<file path="src/rtl/gameport_axis_cond_if.sv">
// Signal bundle between the raw stick sampler, the axis conditioner and the pulse generator.
interface gameport_axis_cond_if;
    logic [15:0] raw_a0;
    logic [15:0] raw_a1;
    logic        sample_stb;
    logic        cal_clear;
    logic [15:0] joya0;
    logic [15:0] joya1;
    logic        out_valid;
    logic        busy;

    // Handshake: sample_stb is a one-cycle request that is taken only while busy is low
    // (requests seen while busy are dropped, never queued); out_valid is a one-cycle
    // pulse with joya0/joya1 valid in that same cycle; the consumer cannot stall it.
    modport master (
        output raw_a0, raw_a1, sample_stb, cal_clear,
        input  joya0, joya1, out_valid, busy
    );

    modport slave (
        input  raw_a0, raw_a1, sample_stb, cal_clear,
        output joya0, joya1, out_valid, busy
    );
endinterface

</file>
<file path="src/rtl/gameport_axis_cond.sv">
// Analog stick conditioner: per-axis min/max tracking, recentring, span-based gain and saturation.
// Define GAMEPORT_AXIS_IIR_EN to build in the per-axis smoothing filter (coefficient 2^-IIR_SHIFT).
module gameport_axis_cond #(
    parameter int IIR_SHIFT = 2
) (
    input  logic                 clk,
    input  logic                 reset,
    gameport_axis_cond_if.slave  bus,
    output logic [3:0]           dbg_state_o
);
    typedef enum logic [3:0] {
        S_IDLE   = 4'd0,
        S_TRK0   = 4'd1, S_CAL0 = 4'd2,
        S_TRK1   = 4'd3, S_CAL1 = 4'd4,
        S_TRK2   = 4'd5, S_CAL2 = 4'd6,
        S_TRK3   = 4'd7, S_CAL3 = 4'd8,
        S_COMMIT = 4'd9
    } state_e;

    localparam logic [7:0] MIN_RST = 8'hF0;
    localparam logic [7:0] MAX_RST = 8'h10;

    state_e state_q, state_d;
    logic [3:0][7:0] raw_q, raw_d, min_q, min_d, max_q, max_d;
    logic [2:0][7:0] staged_q, staged_d;
    logic [15:0]     joya0_q, joya0_d, joya1_q, joya1_d;

    logic              is_trk, is_cal;
    logic [1:0]        axis;
    logic signed [7:0] raw_n, min_n, max_n, min_t, max_t, v, stage_val;
    logic signed [8:0] centre_sum, centre;
    logic [8:0]        span;
    logic signed [10:0] diff, scaled;

    if (IIR_SHIFT < 1 || IIR_SHIFT > 4) begin : g_bad_shift
        $error("gameport_axis_cond: IIR_SHIFT must be in 1..4");
    end

    always_comb begin
        state_d = state_q;
        is_trk  = 1'b0;
        is_cal  = 1'b0;
        axis    = 2'd0;
        case (state_q)
            S_IDLE:  if (bus.sample_stb) state_d = S_TRK0;
            S_TRK0:  begin state_d = S_CAL0;   is_trk = 1'b1; axis = 2'd0; end
            S_CAL0:  begin state_d = S_TRK1;   is_cal = 1'b1; axis = 2'd0; end
            S_TRK1:  begin state_d = S_CAL1;   is_trk = 1'b1; axis = 2'd1; end
            S_CAL1:  begin state_d = S_TRK2;   is_cal = 1'b1; axis = 2'd1; end
            S_TRK2:  begin state_d = S_CAL2;   is_trk = 1'b1; axis = 2'd2; end
            S_CAL2:  begin state_d = S_TRK3;   is_cal = 1'b1; axis = 2'd2; end
            S_TRK3:  begin state_d = S_CAL3;   is_trk = 1'b1; axis = 2'd3; end
            S_CAL3:  begin state_d = S_COMMIT; is_cal = 1'b1; axis = 2'd3; end
            default: state_d = S_IDLE;
        endcase
    end

    // CAL reads min/max straight from the registers, so it sees what TRK wrote one cycle earlier.
    always_comb begin
        raw_n      = raw_q[axis];
        min_n      = min_q[axis];
        max_n      = max_q[axis];
        min_t      = (raw_n < min_n) ? raw_n : min_n;
        max_t      = (raw_n > max_n) ? raw_n : max_n;
        centre_sum = {min_n[7], min_n} + {max_n[7], max_n};
        centre     = centre_sum >>> 1;
        span       = {max_n[7], max_n} - {min_n[7], min_n};
        diff       = {{3{raw_n[7]}}, raw_n} - {{2{centre[8]}}, centre};
        if (span >= 9'd192)     scaled = diff;
        else if (span >= 9'd96) scaled = diff <<< 1;
        else if (span >= 9'd48) scaled = diff <<< 2;
        else                    scaled = diff;
        if (scaled > 11'sd127)       v = 8'sd127;
        else if (scaled < -11'sd127) v = -8'sd127;
        else                         v = scaled[7:0];
    end

`ifdef GAMEPORT_AXIS_IIR_EN
    logic [3:0][9:0]   y_q, y_d;
    logic signed [9:0] y_n, y_err, y_next;

    always_comb begin
        y_n       = y_q[axis];
        y_err     = {{2{v[7]}}, v} - y_n;
        y_next    = y_n + (y_err >>> IIR_SHIFT);
        stage_val = y_next[7:0];
        y_d       = y_q;
        if (bus.cal_clear) y_d = '0;
        else if (is_cal)   y_d[axis] = y_next;
    end

    always_ff @(posedge clk) begin
        if (reset) y_q <= '0;
        else       y_q <= y_d;
    end
`else
    assign stage_val = v;
`endif

    // The last axis goes straight to the outputs so joya changes in the same cycle out_valid rises.
    always_comb begin
        raw_d    = raw_q;
        min_d    = min_q;
        max_d    = max_q;
        staged_d = staged_q;
        joya0_d  = joya0_q;
        joya1_d  = joya1_q;
        if (state_q == S_IDLE && bus.sample_stb) raw_d = {bus.raw_a1, bus.raw_a0};
        if (bus.cal_clear) begin
            min_d = {4{MIN_RST}};
            max_d = {4{MAX_RST}};
        end else if (is_trk) begin
            min_d[axis] = min_t;
            max_d[axis] = max_t;
        end
        if (is_cal) begin
            if (axis == 2'd3) begin
                joya0_d = {staged_q[1], staged_q[0]};
                joya1_d = {stage_val, staged_q[2]};
            end else begin
                staged_d[axis] = stage_val;
            end
        end
    end

    always_ff @(posedge clk) begin
        if (reset) begin
            state_q  <= S_IDLE;
            raw_q    <= '0;
            min_q    <= {4{MIN_RST}};
            max_q    <= {4{MAX_RST}};
            staged_q <= '0;
            joya0_q  <= '0;
            joya1_q  <= '0;
        end else begin
            state_q  <= state_d;
            raw_q    <= raw_d;
            min_q    <= min_d;
            max_q    <= max_d;
            staged_q <= staged_d;
            joya0_q  <= joya0_d;
            joya1_q  <= joya1_d;
        end
    end

    assign bus.joya0     = joya0_q;
    assign bus.joya1     = joya1_q;
    assign bus.out_valid = (state_q == S_COMMIT);
    assign bus.busy      = (state_q != S_IDLE);
    assign dbg_state_o   = state_q;
endmodule

</file>
<file path="src/flat_wrapper.sv">
// flat-port wrapper written by rule: the top's interface ports become plain ports
module gameport_axis_cond_flat 
#(
    parameter int IIR_SHIFT = 2
)
  (clk, reset, dbg_state_o, bus_raw_a0, bus_raw_a1, bus_sample_stb, bus_cal_clear, bus_joya0, bus_joya1, bus_out_valid, bus_busy);
  gameport_axis_cond_if bus_i ();
  input  logic clk;
  input  logic reset;
  output logic [3:0] dbg_state_o;
  input wire logic [$bits(bus_i.raw_a0)-1:0] bus_raw_a0;
  input wire logic [$bits(bus_i.raw_a1)-1:0] bus_raw_a1;
  input wire logic [$bits(bus_i.sample_stb)-1:0] bus_sample_stb;
  input wire logic [$bits(bus_i.cal_clear)-1:0] bus_cal_clear;
  output wire logic [$bits(bus_i.joya0)-1:0] bus_joya0;
  output wire logic [$bits(bus_i.joya1)-1:0] bus_joya1;
  output wire logic [$bits(bus_i.out_valid)-1:0] bus_out_valid;
  output wire logic [$bits(bus_i.busy)-1:0] bus_busy;
  assign bus_i.raw_a0 = bus_raw_a0;
  assign bus_i.raw_a1 = bus_raw_a1;
  assign bus_i.sample_stb = bus_sample_stb;
  assign bus_i.cal_clear = bus_cal_clear;
  assign bus_joya0 = bus_i.joya0;
  assign bus_joya1 = bus_i.joya1;
  assign bus_out_valid = bus_i.out_valid;
  assign bus_busy = bus_i.busy;
  gameport_axis_cond #(.IIR_SHIFT(IIR_SHIFT)) u_core (.clk(clk), .reset(reset), .bus(bus_i), .dbg_state_o(dbg_state_o));
endmodule
</file>
<file path="config.mk">
export PLATFORM = sky130hd
export DESIGN_NAME = gameport_axis_cond_flat
export DESIGN_NICKNAME = d
export VERILOG_FILES = /design/src/rtl/gameport_axis_cond_if.sv /design/src/rtl/gameport_axis_cond.sv /design/src/flat_wrapper.sv
export SDC_FILE = /design/constraint.sdc
export NUM_CORES = 1
export LEC_CHECK = 0
export CAP_MARGIN = 10
export CORE_ASPECT_RATIO = 1.75
export CORE_MARGIN = 10
export CORE_UTILIZATION = 53
export DETAILED_ROUTE_END_ITERATION = 8
export PLACE_DENSITY = 0.73
export SYNTH_ARGS = -nofsm -noshare
export SYNTH_HDL_FRONTEND = slang
export SYNTH_SLANG_ARGS = --single-unit
</file>
<file path="constraint.sdc">
create_clock -name clk -period 9.4 [get_ports clk]
set_clock_uncertainty 0.05 [all_clocks]
set_input_delay 1.41 -clock clk [delete_from_list [all_inputs] [get_ports clk]]
set_output_delay 1.41 -clock clk [all_outputs]
set_load 0.01 [all_outputs]
</file>
==> results.yml, run 1 <==
synth:
  async_flop_share_pct: 0
  synth-seq-area-share_pct: 38.6
  yosys_warnings: 0
  synth_seq_cells: 156
  syn_avg_cell_area_um2: 8.13
  syn_area_um2: 8100
  syn-num-nets: 1069
  synth_edf_count: 0
  synthDistinctLibCells: 76
  synth_flop_cell: "dfxtp_1"
  synth_cells: 996
pwr:
  p_comb_share_pct: 40.0
  clockPowerShare_pct: 28.5
  internal_power_uw: 1350
  p_sw_share_pct: 40.1
  powerDensity_nw_per_um2: 240
  p_leak_uw: 0.00356
  totalPowerFinal_uw: 2250
  power_frac_seq_pct: 31.4
  max-vdd-ir-drop_uv: 170
  power.switching_uw: 904
detailed_routing:
  drtAntennaViolNets: 0
  drt_iter0_markers: 375
  wl_mm: 22.0
  first_pass_iters: 5
  wl_per_cell_um: 17.9
  drcViolationCount: 0
  avgViaCountPerCell: 5.86
  route.vias.total: 7205
sta:
  tightest_slew_ps: 1090
  period_share_pct: 72.0
  final.min_clock_period_ps: 6770
  setup_ws_ps: 2630
  fmax_mhz: 148
  setup_viol: 0
  tns_ps: 0
  rsz0062_at_grt: "no"
  slew_viol_final: 0
  max_slew_margin_pct: 27.4
  hold_violations: 0
final_layout:
  drive_gt1_share_pct: 7.07
  layout_common_cells: "nand2_1 (205), dfxtp_1 (156), a21oi_1 (107)"
  areaGrowthSynthToFinish_pct: 16.2
  final_common_cell: "nand2_1"
  diodes: 0
  nFillCells: 1341
  fin_nets: 1108
floorplanning:
  rows: 59
  start_util_pct: 54.3
  die_h_um: 184
  ios: 74
  die_x_um: 113
  dieArea_um2: 20800
  core-area_um2: 14900
clock_tree:
  cts_tree: "done"
  clkTransAtPathRegs_ps: 60
  cts_sinks: 156
  postCtsResizedCells: 0
  cts-root-buf: "clkbuf_16"
  clock_path_buffers: 2
  post_cts_buffers: 0
  cts_made_buffers: 17
  h-tree-depth: 4
  worstSkewPairLatency_ps: 430
  hold_buffers: 0
global_routing:
  grt_pass1_vias: 6962
  grt_usage_pct: 21.0
  grt_pass1_wl_mm: 35.3
  antenna_found_initial: 0
  grt-ovfl-total: 0
  grt_max_degree: 94
critical_path:
  cp-start-kind: "flip-flop"
  cp_data_required_time_ps: 9610
  path_max_fanout: 27
  worst_ep_arrival_time_ps: 6970
  worst_setup_path_end_kind: "flip-flop"
  r2r-start: "u_core.dbg_state_o[3]"
  critPathKind: "flip-flop to flip-flop"
  startpoint: "u_core.dbg_state_o[3]"
hold_path:
  hold_path.class: "flip-flop to flip-flop"
  min_from: "u_core.bus.joya0[8]"
run_status:
  status: "complete, no violations"
placed_design:
  hpwl_mm: 16.4
  gp_congestion: 0.931
  place_ws_ps: 2790
  port_buffers: 73
flow_run:
  cap_violations: 0
## power groups by stage
stage          Clock, µW  Sequential (µW)  Combinational (µW)
3_5_place_dp           0              723                 889
2_1_floorplan          0              711                 729
4_1_cts              651              708                 897
3_3_place_gp           0              722                 885
5_1_grt              680              711                 999
6_report             644              709                 903
## metrics by stage
| step | std cells | hold WS [ps] | util [%] | area [µm²] |
|---|---|---|---|---|
| 2_1_floorplan | 996 | 378 | - | 8100 |
| 3_3_place_gp | 1199 | 388 | 59.4 | 8860 |
| 3_5_place_dp | 1199 | 392 | 59.4 | 8860 |
| 4_1_cts | 1230 | 401 | 63.1 | 9410 |
| 5_1_grt | 1230 | 419 | 63.1 | 9410 |
| 6_report | 1230 | 402 | 63.1 | 9410 |
## synthesized netlist by cell type (3+ instances only)
master | number | share of area, %
o211ai_1 | 30 | 2.8
a211oi_1 | 43 | 4.0
buf_6 | 5 | 0.70
o21ai_0 | 16 | 0.99
nor2b_1 | 8 | 0.62
xor2_1 | 4 | 0.43
nand2_1 | 205 | 9.5
a22o_1 | 4 | 0.43
o21a_1 | 10 | 0.93
o21bai_1 | 6 | 0.56
a2111oi_0 | 3 | 0.32
a22oi_1 | 20 | 1.9
a21o_1 | 7 | 0.65
and3_1 | 3 | 0.23
nand2b_1 | 11 | 0.85
dfxtp_1 | 156 | 39
nor3_1 | 10 | 0.62
and2_1 | 4 | 0.31
nor3b_1 | 5 | 0.46
mux2_2 | 4 | 0.56
a211oi_2 | 9 | 1.4
xnor2_1 | 13 | 1.4
mux2i_1 | 16 | 2.0
inv_1 | 39 | 1.8
nor2_1 | 80 | 3.7
nand3_1 | 8 | 0.49
o22ai_1 | 15 | 1.2
ha_1 | 35 | 5.4
a21oi_1 | 107 | 6.6
nand4_1 | 5 | 0.39
clkbuf_1 | 55 | 2.5
## per-layer routing
layer	track usage, %	up-vias	share of wire, %
met5	0	-	0
met4	11.6	0	5.2
met3	3.86	72	4.1
met2	39.9	202	54
met1	20.4	3321	37
li1	-	3610	-
## cells by family after synthesis
kind of cell	after synthesis	synth area share [%]
simple gates	356	19.1
compound gates	305	26.6
flops	156	38.6
buf+inv	104	5.36
fa+ha+maj	38	6.03
mux	20	2.53
xor+xnor	17	1.84
## final timing paths
path,end,slack [ps],cells after the start
setup / recovery,u_core.staged_q[0],2630,20
setup reg to reg,u_core.staged_q[0],2630,20
hold / removal,u_core.bus.joya0[8],400,2
hold reg to reg,u_core.bus.joya0[8],400,2
## worst max-delay path, cell delays in order (launching register included)
cell,delay (ps)
dfxtp_1,860
or4b_1,660
o21a_1,410
a2111oi_2,660
xnor2_1,160
ha_1,240
nor2_1,110
xor2_1,240
inv_1,70
ha_1,260
nor2b_1,120
o21ai_0,210
a21oi_1,110
o21ai_0,330
a21oi_1,150
or4b_1,470
a21oi_1,170
o32ai_1,150
o21bai_2,550
nor4b_2,460
a211oi_1,130
## sequential cells by signal, summed over array words and instances, names as in the netlist
| signal | cells |
|---|---|
| u_core.bus.joya0 | 16 |
| u_core.dbg_state_o | 4 |
| u_core.max_q | 32 |
| u_core.min_q | 32 |
| u_core.raw_q | 32 |
| u_core.bus.joya1 | 16 |
| u_core.staged_q | 24 |
## area by class of cell
type                            instances  area [µm²]  area share, %
Tap cell                              183         229           2.43
Multi-Input combinational cell        736        4550           48.4
Clock inverter                         12         104           1.10
Clock buffer                           19         443           4.71
Timing Repair Buffer                   84         808           8.59
Sequential cell                       156        3120           33.2
Inverter                               40         150           1.60
No activity file was read; power rests on OpenSTA's default activity.
==> run 2, diff against run 1 <==
==> constraint.sdc (replaced) <==
create_clock -name clk -period 6.6 [get_ports clk]
set_clock_uncertainty 0.05 [all_clocks]
set_input_delay 0.99 -clock clk [delete_from_list [all_inputs] [get_ports clk]]
set_output_delay 0.99 -clock clk [all_outputs]
set_load 0.01 [all_outputs]
==> results.yml, run 2 (synthesis gave the netlist of run 1 again) <==
run_status:
  status: "complete, no violations"
critical_path:
  cp-start-kind: "flip-flop"
  worst_setup_path_end_kind: "flip-flop"
  cp_data_required_time_ps: 6820
  worst_ep_arrival_time_ps: 6200
  path_max_fanout: 11
  critPathKind: "flip-flop to flip-flop"
global_routing:
  grt_pass1_vias: 7069
  antenna_found_initial: 0
  grt_usage_pct: 21.0
  grt-ovfl-total: 0
  grt_pass1_wl_mm: 35.5
  grt_max_degree: 55
floorplanning:
  rows: 59
  die_h_um: 184
  dieArea_um2: 20800
  ios: 74
  core-area_um2: 14900
  die_x_um: 113
  start_util_pct: 54.3
sta:
  tns_ps: 0
  tightest_slew_ps: 1170
  rsz0062_at_grt: "no"
  fmax_mhz: 167
  period_share_pct: 90.5
  max_slew_margin_pct: 21.9
  final.min_clock_period_ps: 5970
  slew_viol_final: 0
  hold_violations: 0
  setup_viol: 0
final_layout:
  nFillCells: 1318
  final_common_cell: "nand2_1"
  diodes: 0
  layout_common_cells: "nand2_1 (205), dfxtp_1 (155), a21oi_1 (107)"
  areaGrowthSynthToFinish_pct: 17.9
  drive_gt1_share_pct: 8.47
  fin_nets: 1122
  largest_registers: "u_core.max_q (32), u_core.min_q (32), u_core.raw_q (32)"
flow_run:
  cap_violations: 0
clock_tree:
  cts-root-buf: "clkbuf_16"
  h-tree-depth: 4
  cts_tree: "done"
  cts_made_buffers: 17
  worstSkewPairLatency_ps: 430
  cts_sinks: 156
  clkTransAtPathRegs_ps: 70
  clock_path_buffers: 2
pwr:
  power_frac_seq_pct: 30.4
  max-vdd-ir-drop_uv: 277
  powerDensity_nw_per_um2: 347
  internal_power_uw: 2010
  p_comb_share_pct: 40.3
  power.switching_uw: 1300
  clockPowerShare_pct: 29.3
  p_sw_share_pct: 39.3
  p_leak_uw: 0.00365
  totalPowerFinal_uw: 3310
detailed_routing:
  wl_mm: 22.1
  avgViaCountPerCell: 5.83
  drcViolationCount: 0
  drt_iter0_markers: 398
  route.vias.total: 7256
  drtAntennaViolNets: 0
  first_pass_iters: 5
  wl_per_cell_um: 17.8
hold_path:
  hold_path.class: "flip-flop to flip-flop"
placed_design:
  gp_congestion: 0.961
  hpwl_mm: 16.9
  port_buffers: 73
## run 2: cell types whose count changed in the layout (fill, tap and decap cells not counted), sizes merged
cell and change:
buf +14, bufinv +1, clkbuf +1, clkinvlp -1
## run 2: layer usage
metal  vias up  wire (µm)  share of wire [%]  track usage (%)
li1       3629          -                  -                -
met1      3308       8210                 37             20.3
met5         -          0                  0                0
met3        77        930                4.2             4.08
met4         0       1210                5.5             13.9
met2       242      11800                 53             39.1
## run 2: layout make-up
| class | instances | area (µm²) | share of cell area [%] |
|---|---|---|---|
| sequential | 156 | 3120 | 32.7 |
| inverter | 40 | 150 | 1.57 |
| timing repair buffer | 98 | 913 | 9.56 |
| clock inverter | 12 | 126 | 1.32 |
| tap | 183 | 229 | 2.40 |
| multi-input combinational | 736 | 4550 | 47.6 |
| clock buffer | 20 | 457 | 4.78 |
## run 2: repair_timing
action | CTS | global route
resized for setup | 0 | 1
buffers inserted | 0 | 0
endpoints found under the hold margin | 0 | 0
hold buffers | 0 | 0
endpoints found under the setup margin | 0 | 1
## run 2: path summary, 6_finish.rpt
| path | start | cells past startpoint | endpoint | slack [ps] |
|---|---|---|---|---|
| worst max-delay path | u_core.dbg_state_o[1] | 23 | u_core.staged_q[0] | 630 |
| worst min-delay path | u_core.staged_q[14] | 2 | u_core.bus.joya0[14] | 400 |
| worst max register to register | u_core.dbg_state_o[1] | 23 | u_core.staged_q[0] | 630 |
| worst min register to register | u_core.staged_q[14] | 2 | u_core.bus.joya0[14] | 400 |
## run 2: metrics by stage
stage	setup slack [ps]	hold WS [ps]	util, %	std cells	area, µm²
detailed placement	518	393	60.1	1213	8970
global route	180	415	64.0	1245	9550
CTS	465	401	64.0	1245	9550
finish	625	396	64.0	1245	9550
floorplan	1490	378	-	996	8100
global placement	685	389	60.1	1213	8970
## run 2: critical path: stages (launching register included)
cell	delay [ps]
dfxtp_1	420
buf_4	230
or3b_2	490
a21o_1	280
o2111ai_1	460
inv_1	160
xnor2_1	180
ha_1	210
nor2_1	110
xor2_1	250
inv_1	70
ha_1	260
nor2b_1	120
o21ai_0	220
a21oi_1	110
o21ai_0	290
a21oi_1	140
or4b_1	470
a21oi_1	200
o32ai_1	140
o21bai_2	200
buf_4	230
nor4b_2	370
a211oi_1	130
## run 2: power groups by stage
stage | Clock, µW | Sequential [µW] | Combinational, µW
floorplan | 0 | 1010 | 1040
global placement | 0 | 1030 | 1300
detailed placement | 0 | 1030 | 1310
CTS | 979 | 1010 | 1320
global route | 1010 | 1010 | 1460
finish | 969 | 1010 | 1330
